## config.mk

```make
export PLATFORM = sky130hd
export DESIGN_NAME = seg_pattern_decoder
export DESIGN_NICKNAME = d
export VERILOG_FILES = /design/src/rtl/seg_pattern_decoder.sv
export SDC_FILE = /design/constraint.sdc
export NUM_CORES = 1
export LEC_CHECK = 0
export BUFFER_PORTS_ARGS = -buffer_cell sky130_fd_sc_hd__clkbuf_2
export CAP_MARGIN = 20
export CORE_MARGIN = 1
export CORE_UTILIZATION = 58
export CTS_CLUSTER_DIAMETER = 80
export CTS_CLUSTER_SIZE = 20
export DETAILED_ROUTE_END_ITERATION = 10
export MAX_ROUTING_LAYER = met4
export PLACE_DENSITY = 0.78
export SETUP_SLACK_MARGIN = 0.15
export SLEW_MARGIN = 25
export SYNTH_ARGS = -nofsm -noshare
export SYNTH_HDL_FRONTEND = slang
export SYNTH_HIERARCHICAL = 1
export SYNTH_SLANG_ARGS = --single-unit
```

## constraint.sdc

```tcl
create_clock -name clk -period 6.2 [get_ports clk]
set_input_delay 0.62 -clock clk [delete_from_list [all_inputs] [get_ports clk]]
set_output_delay 0.62 -clock clk [all_outputs]
set_load 0.01 [all_outputs]
```

## src/rtl/seg_pattern_decoder.sv

```systemverilog
// Seven-segment readback decoder: samples two segment buses, waits for them
// to settle, decodes each to a hex nibble and reports every new stable pair
// on a valid/ready handshake with per-digit bad-glyph flags.

// Per-digit glyph decoder: 7-segment pattern (G..A) to hex nibble.
module seg_glyph_dec (
  input  logic [6:0] seg,
  output logic [3:0] nib,
  output logic       bad
);
  // Table lookup; anything that is not one of the 16 glyphs is flagged bad.
  always_comb begin
    nib = 4'h0;
    bad = 1'b0;
    case (seg)
      7'h3f: nib = 4'h0;
      7'h06: nib = 4'h1;
      7'h5b: nib = 4'h2;
      7'h4f: nib = 4'h3;
      7'h66: nib = 4'h4;
      7'h6d: nib = 4'h5;
      7'h7d: nib = 4'h6;
      7'h07: nib = 4'h7;
      7'h7f: nib = 4'h8;
      7'h6f: nib = 4'h9;
      7'h77: nib = 4'ha;
      7'h7c: nib = 4'hb;
      7'h39: nib = 4'hc;
      7'h5e: nib = 4'hd;
      7'h79: nib = 4'he;
      7'h71: nib = 4'hf;
      default: bad = 1'b1;
    endcase
  end
endmodule

module seg_pattern_decoder #(
  parameter int STABLE_CYCLES = 4
) (
  input  logic       clk,
  input  logic       rst,
  input  logic [8:0] seg_in_1,
  input  logic [8:0] seg_in_2,
  output logic       out_valid,
  input  logic       out_ready,
  output logic [3:0] data_1,
  output logic [3:0] data_2,
  output logic       bad_1,
  output logic       bad_2,
  output logic [7:0] err_count
);
  localparam int         NUM_LANES = 2;
  localparam int         SEG_W     = 9;
  localparam logic [3:0] STABLE    = 4'(STABLE_CYCLES);

  typedef enum logic {WAIT, PRESENT} state_t;

  // Lane 0 is digit 1, lane 1 is digit 2.
  logic [NUM_LANES-1:0][SEG_W-1:0] s_q, s_d;
  logic [NUM_LANES-1:0][SEG_W-1:0] s_prev_q, s_prev_d;
  logic [NUM_LANES-1:0][SEG_W-1:0] last_pair_q, last_pair_d;
  logic                            last_vld_q, last_vld_d;
  logic [3:0]                      cnt_q, cnt_d;
  state_t                          state_q, state_d;
  logic [NUM_LANES-1:0][3:0]       data_q, data_d;
  logic [NUM_LANES-1:0]            bad_q, bad_d;
  logic [7:0]                      err_q, err_d;

  logic [NUM_LANES-1:0][3:0]       dec_nib;
  logic [NUM_LANES-1:0]            dec_bad;
  logic                            accept;

  // Decode straight off the sampled register; SEG/DP bits are not part of a glyph.
  for (genvar i = 0; i < NUM_LANES; i++) begin : g_lane
    seg_glyph_dec u_dec (
      .seg (s_q[i][6:0]),
      .nib (dec_nib[i]),
      .bad (dec_bad[i])
    );
  end

  // Accept a pattern once it has settled and differs from the last one reported.
  assign accept = (state_q == WAIT) && (cnt_q == STABLE) &&
                  (!last_vld_q || (s_q != last_pair_q));

  // Sampling, stability counter, handshake FSM and held output registers.
  always_comb begin
    s_d         = {seg_in_2, seg_in_1};
    s_prev_d    = s_q;
    cnt_d       = cnt_q;
    state_d     = state_q;
    last_pair_d = last_pair_q;
    last_vld_d  = last_vld_q;
    data_d      = data_q;
    bad_d       = bad_q;
    err_d       = err_q;

    if (s_q != s_prev_q)  cnt_d = 4'd0;
    else if (cnt_q < STABLE) cnt_d = cnt_q + 4'd1;

    case (state_q)
      WAIT: begin
        if (accept) begin
          state_d     = PRESENT;
          data_d      = dec_nib;
          bad_d       = dec_bad;
          last_pair_d = s_q;
          last_vld_d  = 1'b1;
          if ((|dec_bad) && (err_q != 8'hff)) err_d = err_q + 8'd1;
        end
      end
      PRESENT: begin
        // Outputs stay frozen until the consumer takes them.
        if (out_ready) state_d = WAIT;
      end
      default: state_d = WAIT;
    endcase
  end

  // State registers; synchronous reset clears everything including a pending handshake.
  always_ff @(posedge clk) begin
    if (rst) begin
      s_q         <= '0;
      s_prev_q    <= '0;
      cnt_q       <= '0;
      state_q     <= WAIT;
      last_pair_q <= '0;
      last_vld_q  <= 1'b0;
      data_q      <= '0;
      bad_q       <= '0;
      err_q       <= '0;
    end else begin
      s_q         <= s_d;
      s_prev_q    <= s_prev_d;
      cnt_q       <= cnt_d;
      state_q     <= state_d;
      last_pair_q <= last_pair_d;
      last_vld_q  <= last_vld_d;
      data_q      <= data_d;
      bad_q       <= bad_d;
      err_q       <= err_d;
    end
  end

  assign out_valid = (state_q == PRESENT);
  assign data_1    = data_q[0];
  assign data_2    = data_q[1];
  assign bad_1     = bad_q[0];
  assign bad_2     = bad_q[1];
  assign err_count = err_q;
endmodule

```

==> results.json, run 1 <==
{
  "drtAntennaViolNets": 0,
  "cp-start-kind": "flip-flop",
  "setup_slack_ns": 3.17,
  "drc": 0,
  "gp_congestion": 0.853,
  "slew_viol_final": 0,
  "grt_use_total_pct": 22.2,
  "p_per_area_nw_per_um2": 226,
  "cts.repair.resized": 0,
  "finalHoldViolCount": 0,
  "h-tree-depth": 3,
  "vdd_ir_drop_max_v": 0.000162,
  "grt_max_degree": 90,
  "via_per_inst": 5.51,
  "first_global_vias": 2633,
  "slew-limit-headroom_pct": 45.3,
  "finalSetupTns_ns": 0,
  "worstHoldStart": "bad_q[0]$_SDFFE_PP0P_",
  "yosys_most_used_dff": "dfxtp_1",
  "ctsHoldBuffers": 0,
  "critPathArrivalTime_ns": 3.26,
  "die_x_um": 85.4,
  "initial_core_util_pct": 59.7,
  "critPathMaxFanout": 19,
  "wl_met3_um": 337,
  "ioPinCount": 40,
  "nFillCells": 562,
  "period_share_pct": 48.9,
  "cts_setup_buffers": 0,
  "reg2reg_from": "s_prev_d[13]$_SDFF_PP0_",
  "wire_per_inst_um": 14.0,
  "die_height_um": 85.4,
  "clock_sink_count": 78,
  "rrSetupSlack_ns": 3.17,
  "synth.ff_latch_count": 78,
  "netlist_area_um2": 4030,
  "rows": 30,
  "endpoint_kind": "flip-flop",
  "rsz0062_at_grt": "false",
  "wl_met1_um": 3520,
  "final_util_pct": 63.5,
  "syn2layout_area_growth_pct": 6.39,
  "top_layer_used": "met4",
  "synth.distinct_cells": 49,
  "cts_max_path_buffers": 2,
  "grt_pass1_wl_um": 12300,
  "die_area_um2": 7290,
  "synth_nets": 445,
  "drtIter0Drc": 164,
  "routed-via-count": 2913,
  "path_class": "reg2reg",
  "layout.nets": 468,
  "clock_latency_ns": 0.34,
  "syn_area_per_cell_um2": 9.58,
  "dr.pass1.iters": 5,
  "dp_hpwl_um": 4950,
  "root_buffer": "clkbuf_8",
  "setup_violations": 0,
  "num_antenna_cells": 0,
  "io_buffers": 39,
  "status": "finished clean",
  "synthCells": 421,
  "cts_made_buffers": 9,
  "async_reset_ff_share_pct": 0,
  "period_needed_ns": 3.03,
  "tightest_slew_ns": 0.820,
  "dp_slack_ns": 2.87,
  "cts_tree": "done",
  "rr_worst_depth": 6,
  "fin_worst_skew_ns": 0.00699,
  "hold_end": "bad_q[0]$_SDFFE_PP0P_",
  "wl_met2_um": 3440,
  "fin_hold_ws_ns": 0.477,
  "max_freq_mhz": 330,
  "r2r-end": "last_pair_q[4]$_SDFFE_PP0P_",
  "drt-total-wl_um": 7420,
  "p_leak_nw": 1.74,
  "grt_antenna_before_repair": 0,
  "required_ns": 6.43,
  "overflow": 0,
  "max_cap_viol_count": 0,
  "ys_warn_count": 6,
  "final_layout_size_suffix_gt1_share_pct": 21.2,
  "clkTransAtPathRegs_ns": 0.08,
  "hold_depth": 2,
  "seq_area_frac_synth_pct": 38.7,
  "synth_edf_count": 0,
  "hp-class": "reg2reg",
  "core_um2": 6760
}
-- sequential cells by signal (all words and copies together) (netlist names) --
register and flops:
err_count 8, data_2 4, bad_q 2, s_prev_d 18, last_pair_q 18, data_1 4
cnt_q 4, out_valid 1, s_prev_q 18, last_vld_q 1
-- layout by cell type (no fill, tap or decap), types with 3 or more instances in the layout --
cell and n:
o22ai_1 4, inv_1 7, dfxtp_1 78, nor4_1 8
a31oi_1 5, and3_2 4, clkbuf_8 9, a21oi_1 9
o21ai_0 13, nand2b_1 25, nor2_1 21, nand3_1 6
nor2b_1 60, nor3_1 15, mux2_2 13, mux2_4 9
nand4b_1 4, mux2i_1 10, ha_1 3, or3_1 3
xor2_1 29, nand4_1 6, xnor2_1 10, clkbuf_2 39
nand2_1 16
-- layout make-up --
cell class	instances	area, µm²	share of cell area [%]
clock inverter	7	72.6	1.69
tap	80	100	2.33
inverter	7	26.3	0.612
sequential	78	1560	36.4
multi-input combinational	308	2200	51.4
timing repair buffer	40	203	4.72
clock buffer	9	124	2.89
-- layer usage --
layer	track usage, %	up-vias
met1	28.1	1355
li1	-	1491
met3	5.84	10
met5	-	-
met4	8.79	0
met2	33.8	57
-- how the worst max path moves through the flow --
stage / from / endpoint / slack, ns / depth (start not counted)
finish: s_prev_d[13]$_SDFF_PP0_ / last_pair_q[4]$_SDFFE_PP0P_ / 3.17 / 6
global route: s_prev_d[4]$_SDFF_PP0_ / last_pair_q[0]$_SDFFE_PP0P_ / 2.95 / 6
CTS: s_prev_d[13]$_SDFF_PP0_ / last_pair_q[4]$_SDFFE_PP0P_ / 2.84 / 6
detailed placement: s_prev_d[13]$_SDFF_PP0_ / last_pair_q[15]$_SDFFE_PP0P_ / 2.87 / 6
global placement: s_prev_d[4]$_SDFF_PP0_ / last_pair_q[15]$_SDFFE_PP0P_ / 3.02 / 6
floorplan: s_prev_d[15]$_SDFF_PP0_ / err_count[2]$_SDFFE_PP0P_ / 3.91 / 10
-- cells in the mapped netlist (8+ instances only) --
| cell | instances | area, µm² |
|---|---|---|
| nor3_1 | 15 | 75.1 |
| dfxtp_1 | 78 | 1560 |
| xnor2_1 | 10 | 87.6 |
| a21oi_1 | 9 | 45.0 |
| mux2_4 | 9 | 135 |
| nor2b_1 | 60 | 375 |
| nand2_1 | 16 | 60.1 |
| clkbuf_1 | 10 | 37.5 |
| o21ai_0 | 13 | 65.1 |
| nand2b_1 | 26 | 163 |
| nor2_1 | 21 | 78.8 |
| mux2i_1 | 10 | 100 |
| nor4_1 | 8 | 50.1 |
| xor2_1 | 29 | 254 |
| mux2_2 | 13 | 146 |
-- metrics by stage --
step                      total power [mW]  instances  instance area [µm²]
final                                0.970        529                 4290
after global routing                  1.01        529                 4290
after CTS                            0.982        529                 4290
after detailed placement             0.609        513                 4090
after global placement               0.607        513                 4090
after floorplan                      0.599        421                 4030
-- worst max-delay path, cell delays in order, from the launching register on --
cell      delay (ns)
dfxtp_1         0.68
xor2_1          0.14
nor4_1          0.31
nand3_1         0.17
nor3_2          0.59
nand2b_2        0.62
mux2_2          0.40
-- cells by family after synthesis --
logic type               synth area share, %
AND/OR/NAND/NOR                         27.3
flip-flops                              38.7
AO/OA/AOI/OAI                           8.41
XOR/XNOR                                8.47
buffers and inverters                   6.70
multiplexers                            9.46
adder cells (fa/ha/maj)                0.931
-- report_power, final --
part | switching [mW] | internal (mW) | leakage [nW]
sequential | 0.0248 | 0.511 | 0.636
clock | 0.186 | 0.186 | 0.0956
combinational | 0.0296 | 0.0319 | 1.00
Power figures use the tool's default switching activity.
==> run 2: changes to the inputs <==
--- a/config.mk
+++ b/config.mk
@@ -8,12 +8,12 @@
 export BUFFER_PORTS_ARGS = -buffer_cell sky130_fd_sc_hd__clkbuf_2
 export CAP_MARGIN = 20
 export CORE_MARGIN = 1
-export CORE_UTILIZATION = 58
+export CORE_UTILIZATION = 53
 export CTS_CLUSTER_DIAMETER = 80
 export CTS_CLUSTER_SIZE = 20
 export DETAILED_ROUTE_END_ITERATION = 10
 export MAX_ROUTING_LAYER = met4
-export PLACE_DENSITY = 0.78
+export PLACE_DENSITY = 0.76
 export SETUP_SLACK_MARGIN = 0.15
 export SLEW_MARGIN = 25
 export SYNTH_ARGS = -nofsm -noshare
==> constraint.sdc (replaced) <==
create_clock -name clk -period 2.6 [get_ports clk]
set_input_delay 0.26 -clock clk [delete_from_list [all_inputs] [get_ports clk]]
set_output_delay 0.26 -clock clk [all_outputs]
set_load 0.01 [all_outputs]
==> results.json, run 2 (synthesis results as in run 1) <==
{
  "gr-usage-met3_pct": 6.00,
  "grt_antenna_before_repair": 0,
  "reg2reg_from": "s_prev_d[6]$_SDFF_PP0_",
  "grt_pass1_wl_um": 12400,
  "core_um2": 7290,
  "drc": 0,
  "rr_worst_depth": 9,
  "max_freq_mhz": 429,
  "pwr-share-comb_pct": 8.0,
  "layout.nets": 487,
  "required_ns": 2.88,
  "drtIter0Drc": 154,
  "path_class": "reg2reg",
  "die_x_um": 89.2,
  "hp-class": "in2reg",
  "period_share_pct": 89.6,
  "critPathMaxFanout": 9,
  "p_leak_nw": 1.84,
  "initial_core_util_pct": 55.3,
  "fin_worst_skew_ns": 0.00748,
  "overflow": 0,
  "period_needed_ns": 2.33,
  "setup_violations": 0,
  "placed_cells": 551,
  "final_common_cell": "dfxtp_1",
  "dp_hpwl_um": 5340,
  "layoutNonFillerInstCount": 567,
  "die_height_um": 89.2,
  "seq_power_share_pct": 54.0,
  "drt-total-wl_um": 7680,
  "tightest_slew_ns": 0.797,
  "die_area_um2": 7960,
  "clkTransAtPathRegs_ns": 0.08,
  "finalSetupTns_ns": 0,
  "p_sw_mw": 0.581,
  "hold_end": "s_prev_d[10]$_SDFF_PP0_",
  "io_buffers": 39,
  "root_buffer": "clkbuf_8",
  "use_met2_pct": 33.1,
  "cts_max_path_buffers": 2,
  "syn2layout_area_growth_pct": 11.9,
  "via_per_inst": 5.25,
  "grt_use_total_pct": 21.2,
  "ctsHoldBuffers": 0,
  "power_frac_clock_pct": 38.1,
  "r2r-end": "err_count[1]$_SDFFE_PP0P_",
  "cts_made_buffers": 9,
  "cts_tree": "done",
  "finalHoldViolCount": 0,
  "endpoint_kind": "flip-flop",
  "rrSetupSlack_ns": 0.27,
  "worstHoldStart": "seg_in_2[1]",
  "routed-via-count": 2975,
  "slew-limit-headroom_pct": 46.9,
  "grt_max_degree": 89,
  "power.internal_mw": 1.76,
  "slew_viol_final": 0,
  "max_cap_viol_count": 0,
  "slowest_stage": "dfxtp_1",
  "cpPeakStageDelay_ns": 0.52,
  "first_global_vias": 2757,
  "dr.pass1.iters": 4,
  "swShare_pct": 24.9,
  "gp_congestion": 0.842,
  "h-tree-depth": 3,
  "hold_depth": 2,
  "cp-start-kind": "flip-flop",
  "clock_latency_ns": 0.35,
  "critPathArrivalTime_ns": 2.61,
  "use_met1_pct": 26.1,
  "p_per_area_nw_per_um2": 518,
  "cts_setup_buffers": 0,
  "ioPinCount": 40,
  "drtAntennaViolNets": 0,
  "crit_chain": "nand4b_1 > o311a_2 > o221ai_2 > a211oi_2 > nor2_1 > a31oi_2 > nand2_2 > or3b_2 > a21oi_1",
  "mostFrequentLayoutCells": "dfxtp_1 (68), nor2b_1 (60), clkbuf_2 (39)",
  "final_layout_size_suffix_gt1_share_pct": 28.0,
  "power.total_mw": 2.34,
  "wire_per_inst_um": 13.5,
  "clock_sink_count": 78,
  "grt.busiest_layer": "met2",
  "rsz0062_at_grt": "false",
  "rows": 31,
  "num_antenna_cells": 0,
  "status": "finished clean",
  "vdd_ir_drop_max_v": 0.000358
}
-- run 2: changes by cell type in the layout (fill, tap and decap cells not counted), moves of 2 or more --
cell	delta
nor4_2	+2
nor4_1	-2
dfxtp_1	-10
nor3_1	-3
buf_4	+19
dfxtp_4	+2
nor3_2	+3
dfxtp_2	+8
-- run 2: worst max path at each step --
stage                                        from                        end
after CTS                 s_prev_d[14]$_SDFF_PP0_  err_count[2]$_SDFFE_PP0P_
after global routing       s_prev_d[6]$_SDFF_PP0_  err_count[1]$_SDFFE_PP0P_
after detailed placement  s_prev_d[13]$_SDFF_PP0_  err_count[2]$_SDFFE_PP0P_
after floorplan           s_prev_d[15]$_SDFF_PP0_  err_count[2]$_SDFFE_PP0P_
after global placement    s_prev_d[13]$_SDFF_PP0_  err_count[5]$_SDFFE_PP0P_
final                      s_prev_d[6]$_SDFF_PP0_  err_count[1]$_SDFFE_PP0P_
-- run 2: power by group through the flow --
stage                     registers, mW  clock network [mW]  logic [mW]
after floorplan                    1.27                   0       0.155
after global placement             1.29                   0       0.181
after detailed placement           1.29                   0       0.183
after CTS                          1.26               0.915       0.184
after global routing               1.27               0.970       0.207
final                              1.26               0.890       0.186
-- run 2: critical path: cells and delay by family, from the launching register on --
family / cells / cell delay, ns
compound gates: 5 / 0.86
simple gates: 4 / 0.88
flops: 1 / 0.52
-- run 2: what timing repair did --
item / 4_1_cts / 5_1_grt
resized for setup: 3 / 17
pin swaps: 0 / 1
endpoints found under the hold margin: 0 / 0
endpoints found under the setup margin: 5 / 36
-- run 2: layer usage --
metal,share of wire [%],routed length [µm],up-vias
li1,-,-,1527
met5,0,0,-
met3,4.1,313,11
met1,47,3630,1368
met4,1.6,123,0
met2,47,3610,69
-- run 2: layout make-up --
cell class                 instances  area (µm²)
clock buffer                       9         124
clock inverter                     7        72.6
fill                             645        2780
inverter                           7        26.3
multi-input combinational        308        2240
sequential                        78        1580
tap                               99         124
timing repair buffer              59         345
-- run 2: metrics by stage --
step           cell area, µm²  utilization, %  hold WS (ns)  setup slack, ns
2_1_floorplan            4030               -         0.388            0.308
3_3_place_gp             4260            58.4         0.458            0.160
3_5_place_dp             4260            58.4         0.467           0.0722
4_1_cts                  4460            61.1         0.101            0.152
5_1_grt                  4510            61.9        0.0982            0.146
6_report                 4510            61.9         0.114            0.269
==> run 3: changes to the inputs <==
--- a/config.mk
+++ b/config.mk
@@ -8,12 +8,12 @@
 export BUFFER_PORTS_ARGS = -buffer_cell sky130_fd_sc_hd__clkbuf_2
 export CAP_MARGIN = 20
 export CORE_MARGIN = 1
-export CORE_UTILIZATION = 53
+export CORE_UTILIZATION = 58
 export CTS_CLUSTER_DIAMETER = 80
 export CTS_CLUSTER_SIZE = 20
 export DETAILED_ROUTE_END_ITERATION = 10
 export MAX_ROUTING_LAYER = met4
-export PLACE_DENSITY = 0.76
+export PLACE_DENSITY = 0.78
 export SETUP_SLACK_MARGIN = 0.15
 export SLEW_MARGIN = 25
 export SYNTH_ARGS = -nofsm -noshare
==> constraint.sdc (replaced) <==
create_clock -name clk -period 2.88 [get_ports clk]
set_input_delay 0.288 -clock clk [delete_from_list [all_inputs] [get_ports clk]]
set_output_delay 0.288 -clock clk [all_outputs]
set_load 0.01 [all_outputs]
==> results.json, run 3 (synthesis results as in run 1) <==
{
  "status": "finished clean",
  "cp_top_family": "simple AND/OR/NAND/NOR gates",
  "via_per_inst": 5.54,
  "crit_top_cell": "buf_4",
  "syn2layout_area_growth_pct": 10.5,
  "first_global_vias": 2784,
  "dp_hpwl_um": 5320,
  "layout.nets": 482,
  "tightest_slew_ns": 0.822,
  "crit_chain": "buf_4 > xor2_1 > nor4_1 > nand3_1 > nor3_2 > buf_4 > and2b_1 > mux2i_1",
  "dp_slack_ns": 0.340,
  "cts_max_path_buffers": 2,
  "root_buffer": "clkbuf_8",
  "final_common_cell": "dfxtp_1",
  "cpPeakStageDelay_ns": 0.51,
  "critPathMaxFanout": 13,
  "final_util_pct": 65.9,
  "clock_sink_count": 78,
  "post_dp_cell_area_um2": 4200,
  "final_layout_size_suffix_gt1_share_pct": 24.7,
  "h-tree-depth": 3,
  "gp_congestion": 0.871,
  "nFillCells": 561,
  "overflow": 0,
  "cp-start-kind": "flip-flop",
  "routed-via-count": 3002,
  "period_needed_ns": 2.48,
  "drt-total-wl_um": 7710,
  "setup_violations": 0,
  "top_layer_used": "met4",
  "drtAntennaViolNets": 0,
  "rows": 30,
  "rr_worst_depth": 8,
  "grt_antenna_before_repair": 0,
  "die_x_um": 85.4,
  "wl_met3_um": 315,
  "die_height_um": 85.4,
  "power.total_mw": 2.30,
  "cts_tree": "done",
  "grt_pass1_wl_um": 13200,
  "drc": 0,
  "drtIter0Drc": 152,
  "fin_worst_skew_ns": 0.00905,
  "finalSetupTns_ns": 0,
  "rrSetupSlack_ns": 0.40,
  "period_share_pct": 86.0,
  "slew_viol_final": 0,
  "grt_max_degree": 89,
  "required_ns": 3.10,
  "reg2reg_from": "s_prev_d[13]$_SDFF_PP0_",
  "fin_area_um2": 4460,
  "p_per_area_nw_per_um2": 516,
  "core_um2": 6760,
  "ctsHoldBuffers": 0,
  "p_leak_nw": 1.83,
  "placed_cells": 527,
  "hold_depth": 2,
  "layoutNonFillerInstCount": 542,
  "cts_made_buffers": 9,
  "worstHoldStart": "seg_in_2[4]",
  "fin_hold_ws_ns": 0.140,
  "setup_slack_ns": 0.403,
  "hold_end": "s_prev_d[13]$_SDFF_PP0_",
  "slowest_stage": "dfxtp_1",
  "ioPinCount": 40,
  "max_freq_mhz": 404,
  "endpoint_kind": "flip-flop",
  "rsz0062_at_grt": "false",
  "grt_use_total_pct": 23.7,
  "slew-limit-headroom_pct": 45.2,
  "path_class": "reg2reg",
  "critPathBufInv": 2,
  "initial_core_util_pct": 59.7,
  "die_area_um2": 7290,
  "num_antenna_cells": 0,
  "hp-class": "in2reg",
  "critPathArrivalTime_ns": 2.69,
  "r2r-end": "data_2[3]$_SDFFE_PP0P_",
  "dr.pass1.iters": 5,
  "mostFrequentLayoutCells": "dfxtp_1 (73), nor2b_1 (60), clkbuf_2 (39)",
  "vdd_ir_drop_max_v": 0.000352,
  "wire_per_inst_um": 14.2,
  "clock_latency_ns": 0.35,
  "finalHoldViolCount": 0,
  "io_buffers": 39,
  "wl_met2_um": 3570,
  "max_cap_viol_count": 0,
  "cts_setup_buffers": 0,
  "clkTransAtPathRegs_ns": 0.08,
  "wl_met1_um": 3650
}
run 3: power breakdown:
group          switching, mW  total [mW]  internal, mW  leakage (nW)
Combinational         0.0847       0.163        0.0785          1.08
Sequential            0.0367        1.14          1.10         0.637
Clock                  0.398       0.995         0.598         0.119
Total                  0.519        2.30          1.78          1.83
run 3: metal layers:
layer  GRT usage [%]  up-vias
met5               -        -
met4            8.94        0
met3            6.32       15
met2            36.1       77
met1            30.3     1396
li1                -     1514
run 3: final cells by class:
cell class / count / area (µm²) / share of cell area, %
Tap cell: 80 / 100 / 2.25
Inverter: 7 / 26.3 / 0.590
Sequential cell: 78 / 1570 / 35.2
Clock inverter: 5 / 106 / 2.39
Timing Repair Buffer: 54 / 308 / 6.91
Multi-Input combinational cell: 308 / 2210 / 49.6
Clock buffer: 10 / 138 / 3.09
run 3: worst max path at each step:
stage	startpoint	to	slack, ns	cells after the start
after floorplan	s_prev_d[15]$_SDFF_PP0_	err_count[2]$_SDFFE_PP0P_	0.59	10
after global placement	s_prev_d[14]$_SDFF_PP0_	err_count[5]$_SDFFE_PP0P_	0.38	9
after detailed placement	s_prev_d[14]$_SDFF_PP0_	err_count[4]$_SDFFE_PP0P_	0.34	9
after CTS	s_prev_d[14]$_SDFF_PP0_	err_count[4]$_SDFFE_PP0P_	0.30	9
after global routing	s_prev_d[6]$_SDFF_PP0_	err_count[5]$_SDFFE_PP0P_	0.18	10
final	s_prev_d[13]$_SDFF_PP0_	data_2[3]$_SDFFE_PP0P_	0.40	8
run 3: worst reg2reg max path: cells and delay by family (launching register included):
kind / cells / cell delay (ns)
xor gates and xnor gates: 1 / 0.07
and+or+nand+nor: 4 / 1.14
buffers and inverters: 2 / 0.43
DFF: 1 / 0.51
muxes: 1 / 0.20
run 3: repair_timing:
item / CTS / global route
setup endpoints to repair: 0 / 5
hold endpoints to repair: 0 / 0
resized for setup: 0 / 7
